`config.mk`:
```
export PLATFORM = sky130hd
export DESIGN_NAME = fc_mac_ctrl
export DESIGN_NICKNAME = d
export VERILOG_FILES = /design/src/rtl/fc_mac_ctrl_pkg.sv /design/src/rtl/fc_feat_shifter.sv /design/src/rtl/fc_mac_ctrl.sv
export SDC_FILE = /design/constraint.sdc
export NUM_CORES = 1
export LEC_CHECK = 0
export CORE_MARGIN = 10
export CORE_UTILIZATION = 53
export CTS_CLUSTER_DIAMETER = 200
export DETAILED_ROUTE_END_ITERATION = 8
export GPL_TIMING_DRIVEN = 0
export PLACE_DENSITY_LB_ADDON = 0.05
export REMOVE_ABC_BUFFERS = 1
export SETUP_SLACK_MARGIN = 0.15
export SKIP_CTS_REPAIR_TIMING = 1
export SYNTH_ARGS = -nofsm -noshare
export SYNTH_HDL_FRONTEND = slang
export SYNTH_SLANG_ARGS = --single-unit
export TNS_END_PERCENT = 1
```
`constraint.sdc`:
```
create_clock -name clk -period 9.9 [get_ports clk]
set_input_delay 1.485 -clock clk [delete_from_list [all_inputs] [get_ports clk]]
set_output_delay 1.485 -clock clk [all_outputs]
set_load 0.005 [all_outputs]
```
`src/rtl/fc_mac_ctrl_pkg.sv`:
```
// rtl/fc_mac_ctrl_pkg.sv - shared sizes and FSM encoding for the FC MAC controller and datapath
package fc_mac_ctrl_pkg;
  localparam int FEAT_W = 108;
  localparam int LANES  = 3;
  localparam int BEATS  = FEAT_W / LANES;
  localparam int ACC_W  = 8;

  localparam logic [2:0] S_IDLE  = 3'd0;
  localparam logic [2:0] S_CLEAR = 3'd1;
  localparam logic [2:0] S_RUN   = 3'd2;
  localparam logic [2:0] S_DRAIN = 3'd3;
  localparam logic [2:0] S_OUT   = 3'd4;

  typedef enum logic [2:0] {
    IDLE  = S_IDLE,
    CLEAR = S_CLEAR,
    RUN   = S_RUN,
    DRAIN = S_DRAIN,
    OUT   = S_OUT
  } fc_state_e;
endpackage

```
`src/rtl/fc_feat_shifter.sv`:
```
// rtl/fc_feat_shifter.sv - lane-sliced feature shift register; each lane emits its slice MSB-first
module fc_feat_shifter #(
  parameter int FEAT_W = 108,
  parameter int LANES  = 3
) (
  input  logic              clk,
  input  logic              rst,
  input  logic              load,
  input  logic              shift,
  input  logic [FEAT_W-1:0] feat_in,
  output logic [LANES-1:0]  lanes
);
  localparam int BEATS = FEAT_W / LANES;

  logic [FEAT_W-1:0] feat_q;

  always_ff @(posedge clk or posedge rst) begin
    if (rst) begin
      feat_q <= '0;
    end else if (load) begin
      feat_q <= feat_in;
    end else if (shift) begin
      for (int j = 0; j < LANES; j++) begin
        feat_q[j*BEATS +: BEATS] <= {feat_q[j*BEATS +: BEATS-1], 1'b0};
      end
    end
  end

  // After k shifts the top of slice j holds original bit (j+1)*BEATS-1-k.
  always_comb begin
    lanes = '0;
    for (int j = 0; j < LANES; j++) begin
      lanes[j] = feat_q[(j+1)*BEATS-1];
    end
  end
endmodule

```
`src/rtl/fc_mac_ctrl.sv`:
```
// rtl/fc_mac_ctrl.sv - sequences one binary-feature inference through the MAC datapath
module fc_mac_ctrl #(
  parameter int FEAT_W = fc_mac_ctrl_pkg::FEAT_W,
  parameter int LANES  = fc_mac_ctrl_pkg::LANES,
  parameter int ACC_W  = fc_mac_ctrl_pkg::ACC_W
) (
  input  logic                    clk,
  input  logic                    rst,
  input  logic                    start_valid,
  output logic                    start_ready,
  input  logic [FEAT_W-1:0]       feat_in,
  input  logic                    abort,
  output logic [LANES-1:0]        mac_in,
  output logic                    mac_en,
  output logic                    mac_clr,
  input  logic signed [ACC_W-1:0] acc1,
  input  logic signed [ACC_W-1:0] acc2,
  output logic                    res_valid,
  input  logic                    res_ready,
  output logic [1:0]              res_out,
  output logic                    busy,
  output logic [5:0]              beat_idx
);
  import fc_mac_ctrl_pkg::*;

  localparam int          NBEATS    = FEAT_W / LANES;
  localparam logic [5:0]  LAST_BEAT = 6'(NBEATS - 1);

  logic [2:0]       state;
  logic [LANES-1:0] lanes;

  assign start_ready = (state == S_IDLE);
  assign mac_clr     = (state == S_CLEAR);
  assign mac_en      = (state == S_RUN);
  assign res_valid   = (state == S_OUT);
  assign busy        = (state != S_IDLE);
  assign mac_in      = mac_en ? lanes : '0;

  fc_feat_shifter #(
    .FEAT_W (FEAT_W),
    .LANES  (LANES)
  ) u_shifter (
    .clk     (clk),
    .rst     (rst),
    .load    (start_ready && start_valid),
    .shift   (mac_en),
    .feat_in (feat_in),
    .lanes   (lanes)
  );

  always_ff @(posedge clk or posedge rst) begin
    if (rst) begin
      state    <= S_IDLE;
      beat_idx <= '0;
      res_out  <= '0;
    end else begin
      case (state)
        S_IDLE: begin
          if (start_valid) state <= S_CLEAR;
        end
        S_CLEAR: begin
          beat_idx <= '0;
          state    <= abort ? S_IDLE : S_RUN;
        end
        S_RUN: begin
          if (abort) begin
            state    <= S_IDLE;
            beat_idx <= '0;
          end else if (beat_idx == LAST_BEAT) begin
            state    <= S_DRAIN;
            beat_idx <= '0;
          end else begin
            beat_idx <= beat_idx + 6'd1;
          end
        end
        S_DRAIN: begin
          if (abort) begin
            state <= S_IDLE;
          end else begin
            // Class sign bits: non-negative accumulator reads as 1.
            res_out <= {~acc1[ACC_W-1], ~acc2[ACC_W-1]};
            state   <= S_OUT;
          end
        end
        S_OUT: begin
          if (res_ready) state <= S_IDLE;
        end
        default: state <= S_IDLE;
      endcase
    end
  end
endmodule

```
After elaboration in Yosys (flattened, before gate mapping)
Index checks and enable logic that the tools add are counted.
{"block": "op_classes", "n_addsub": 1, "eq_ne": 8, "muxes": 13, "bitwise_logic": 3, "n_reduce_logical": 7}
{"cell": "$mux 108", "count": 2}
{"cell": "$mux 3", "count": 6}
{"cell": "$pmux 3 s5", "count": 1}
{"cell": "$mux 6", "count": 2}
{"cell": "$pmux 6 s2", "count": 1}
{"cell": "$add 6x1->6 const B", "count": 1}
{"cell": "$eq 3x2->1 const B", "count": 2}
{"cell": "$eq 6x6->1 const B", "count": 1}
{"cell": "$reduce_bool 2->1", "count": 2}
{"cell": "$eq 3x1->1 const B", "count": 1}
{"cell": "$eq 3x3->1 const B", "count": 1}
{"cell": "$logic_not 3->1", "count": 1}
{"cell": "$ne 3x2->1 const B", "count": 1}
{"cell": "$not 1->1", "count": 3}
{"cell": "$reduce_and 3->1", "count": 1}
{"cell": "$reduce_bool 3->1", "count": 1}
{"cell": "$mux 2", "count": 1}
{"cell": "$ne 2x1->1 const B", "count": 1}
{"cell": "$ne 2x2->1 const B", "count": 1}
{"cell": "$reduce_and 2->1", "count": 1}
{"cell": "$logic_and 1x1->1", "count": 1}
{"block": "word_totals", "reg_bits": 119, "inputBits": 129, "output_inout_bits": 16, "word_cells": 36}

Logic depth before layout (Yosys ltp)
{"block": "logic_depth", "ltp_word": 4, "ltp_mapped": 8, "mapped_depth_nobuf": 5}

Hierarchy
From an unflattened synthesis, not the netlist that was laid out.
{"block": "hier_totals", "cells_unflattened": 533, "hier_area_um2": 5534.1}
{"module": "fc_feat_shifter", "n_inst": 1, "cells_each": 472, "area_per_inst_um2": 4956.0}
{"module": "fc_mac_ctrl", "n_inst": 1, "cells_each": 61, "area_per_inst_um2": 578.1}

Least setup slack after synthesis
Ideal clock, no wire load.
{"block": "synth_path", "kind": "reg-to-output", "start": "reg state[2]", "end": "out mac_en", "arrival_ns": 0.962, "required_ns": 8.415, "setup_slack_ns": 7.453, "path_stages_with_launch": 6, "n_path_buf": 2, "path_cell_list": "dfrtp_1 > buf_6 > nor2_2 > nand2_1 > inv_2 > buf_2"}
{"block": "synth_via", "elab_chain_len": 1}
{"element": "start: declaration", "line_no": "fc_mac_ctrl.sv:29", "rtl": "logic [2:0] state;"}
{"element": "start signal: assignment", "line_no": "fc_mac_ctrl.sv:63", "rtl": "state <= abort ? S_IDLE : S_RUN;"}
{"element": "$eq 3x2->1", "line_no": "fc_mac_ctrl.sv:34", "rtl": "assign mac_en = (state == S_RUN);"}
{"element": "end: declaration", "line_no": "fc_mac_ctrl.sv:14", "rtl": "output logic mac_en,"}
Every way passes these cells.

Worst setup path after layout
{"block": "layout_path", "start": "reg state[0]", "end": "out mac_en"}
Same word-level chain as after synthesis.

==> impl_results.md <==
- Outcome: finished clean
- Worst slew slack as a fraction of its limit: 63.8%
- Net Sw Power: 0.820 mW
- Total Wirelength: 13,500 um
- Required time of the critical path: 8420 ps
- Area Overhead vs Synth: 35.2%
- Initial antenna violation count: 0
- Pin count of the biggest net entering global routing: 103
- Sink of the worst hold path: u_shifter.feat_q[35]$_DFFE_PP0P_
- Leakage power: 3.28 nW
- Most used flip-flop cell after synthesis: dfrtp_1
- Clk sink count: 119
- Global-route wire length before repair: 22,600 um
- Gate Count Post-Synth: 652
- Reg-to-Reg End: u_shifter.feat_q[4]$_DFFE_PP0P_
- Setup repair after global routing missed its margin: false
- Pin slew with the least headroom to its limit: 543 ps
- Y dimension of the die: between 100 and 150 um
- Max-capacitance violation count: 0
- Power density relative to cell area: ~310 nW/um^2
- Max clock buf depth: 2
- Most common cell after layout, fill and taps aside: nand2_1
- Setup slack of the most critical reg-to-reg path: 7460 ps
- Fraction of layout instances using a drive strength above 1: 5.73%
- NumNets Final: between 800 and 900
- Iteration-0 DRC Markers: 478
- Critical path arrival: 3150 ps
- Layout Skew: roughly 6.4 ps
- Number of max-slew violations in the final report: 0
- Pre-Repair DR Iteration Count: 5
- Count of cells along the worst hold path: 2
- Total negative setup slack: 0 ps
- Cell count after placement: 872
- P_int: 1.45 mW
- Total congestion overflow after global routing: 0
- Post-Syn Area: 5470 sq um
- Combined global-route utilization of all metal layers: between 10% and 20%
- Final ANT Viol Nets: 0
- I/O pin cnt: 145
- Delay contributed by the slowest stage of the critical path: 550 ps
- Clock insertion delay at the later pin of the skew report: 520 ps
- Routed vias: 4,818
- Number of buffers and inverters on the critical path: 4
- Worst setup path class: reg2out
- Clock H-tree levels: 4
- Cell class contributing the biggest share of worst-path delay: buffers and inverters
- Share of synthesized flip-flops with an asynchronous set or reset: 100%
- Post-route DRC: 0
- Final count of hold timing violations: 0
- Initial core utilization: 53.7%
- Logic depth of the worst setup path including buffers: 6
- Critical path launch point type: register
- Launch point of the worst hold path: u_shifter.feat_q[35]$_DFFE_PP0P_
- Slowest CP cell: clkdlybuf4s50_1
- TritonCTS clock tree: done
- Final-report setup violation count: 0
- Ant. Diodes: 0
- Placed wire-length estimate: 8900 um
- Final period util: 46.8%
- Clock Pin Slew Worst Setup and Hold Paths: around 60 ps
- Warnings from Yosys: 0
- Top-area cell type share of the netlist area: 54.4%
- Post-layout utilization of the core: 72.7%
- Post-synthesis area per instance: 8.40 sq um
- CP cell instances: nor2_2 > nand2_4 > buf_16 > inv_4 > buf_12 > clkdlybuf4s50_1
- Worst min-delay path class: reg2reg
- Most area-consuming cells after synthesis: dfrtp_1 54%, nand2_1 15%, a31oi_1 12%
- Chip width: 122 um
- Number of enable flip-flop cells after synthesis: 0
- Worst Reg2Reg Path Length in Cells: 7
- Final critical delay including setup and external delays: 4630 ps
- Share of power burned in the clock network: a little over a quarter
- Netlist cell types: 33
- Vias in the first global route: about 4.7k
- Routability Congestion: between 0.7 and 0.8
- Routed vias/inst: 5.33
- Switching fraction of total power: 36.1%
- CTS root buf: clkbuf_8
- Detail-routed net length per standard cell: ~15 um
- Row cnt: 37
- Layout filler cell count: 799
- Synthesis-stage register bit count: 119
- Sequential-to-total area share from yosys stat: 54.4%
- Source of the worst register-to-register timing path: state[0]$_DFFE_PP0P_
- Core footprint: 10,200 sq um
- Final cell count without fillers: 904
- Cell type with the largest total area after synthesis: dfrtp_1
- Commonest non-fill, non-tap cells in the layout: 220 x nand2_1, 130 x clkdlybuf4s50_1, 119 x dfrtp_1
- Hold Slack: 494 ps
- PnR Total Power: 2.27 mW
- Count of buffers from port buffering: 130
- Die Area: 14,800 sq um
- Capturing element type of the critical path: output port
- TritonCTS Buffers: 17
- Max FO, Critical Path: 87
- Logic gate share of total power: around 36%
- Worst supply voltage drop on vdd: ~0.00021 V
- Max Clock Freq: 0.216 GHz
- Share of total power in sequential cells: 38.0%
## through the flow
step | worst slack [ps] | cell area [sq um]
final | 5270 | 7400
after floorplan | 4590 | 5200
after CTS | 5250 | 7400
after global routing | 5030 | 7400
after global placement | 2240 | 6670
after detailed placement | 5800 | 6820
## cell families (layout without fill, tap and decap cells)
kind of cell	after synthesis	in the layout	share of synthesized area, %
buf+inv	56	172	5.35
mux	1	1	0.183
xor+xnor	2	2	0.320
flops	119	119	54.4
compound gates	120	120	13.9
fa+ha+maj	1	1	0.229
simple gates	353	353	25.6
## area by class of cell
type	count	area, sq um	area share [%]
clock buffers	24	480	6.49
clock inverters	8	95.1	1.29
inverters	5	26.3	0.355
multi-input cells	477	2220	30.0
flip-flops and latches	119	2980	40.2
well taps	136	170	2.30
repair buffers	135	1430	19.3
## power groups by stage
stage / logic (mW) / registers, mW / clock network, mW
after detailed placement: 0.817 / 0.864 / 0
after floorplan: 0.612 / 0.834 / 0
after global routing: 0.929 / 0.895 / 0.629
after CTS: 0.825 / 0.861 / 0.599
after global placement: 0.842 / 0.859 / 0
final: 0.813 / 0.864 / 0.594
## worst max path at each step
stage | slack, ps | startpoint | to
3_5_place_dp | 5800 | state[2]$_DFFE_PP0P_ | mac_en
6_report | 5270 | state[0]$_DFFE_PP0P_ | mac_en
4_1_cts | 5250 | state[2]$_DFFE_PP0P_ | mac_en
3_3_place_gp | 2240 | state[2]$_DFFE_PP0P_ | mac_en
5_1_grt | 5030 | state[2]$_DFFE_PP0P_ | mac_en
2_1_floorplan | 4590 | start_valid | state[0]$_DFFE_PP0P_
## routing by layer
layer  vias up  track usage, %  wire length, um
met5         -               0                0
li1       2383               -                -
met2       138            28.8             6480
met3        15            5.60              865
met4         0            6.04              167
met1      2282            24.6             6030
## sequential cells by signal, indices dropped and copies added (netlist names)
signal            count
u_shifter.feat_q    108
beat_idx              6
state                 3
res_out               2
## worst register-to-register path: cells and delay by family (launching register included)
kind	cells	cell delay, ps
buffers and inverters	3	1090
and+or+nand+nor	3	570
DFF	1	520
AOI/OAI and AO/OA	1	190
## cells in the mapped netlist, drive strengths merged, types with 2 or more instances
| master | instances |
|---|---|
| nand2 | 222 |
| dfrtp | 119 |
| nor2 | 104 |
| a31oi | 101 |
| buf | 30 |
| clkbuf | 21 |
| nand3 | 12 |
| o21ai | 7 |
| a22oi | 5 |
| inv | 5 |
| and3 | 4 |
| nor3 | 3 |
| nand2b | 2 |
| o21a | 2 |
| or2 | 2 |
| xor2 | 2 |
(Power assumes the default switching activity.)
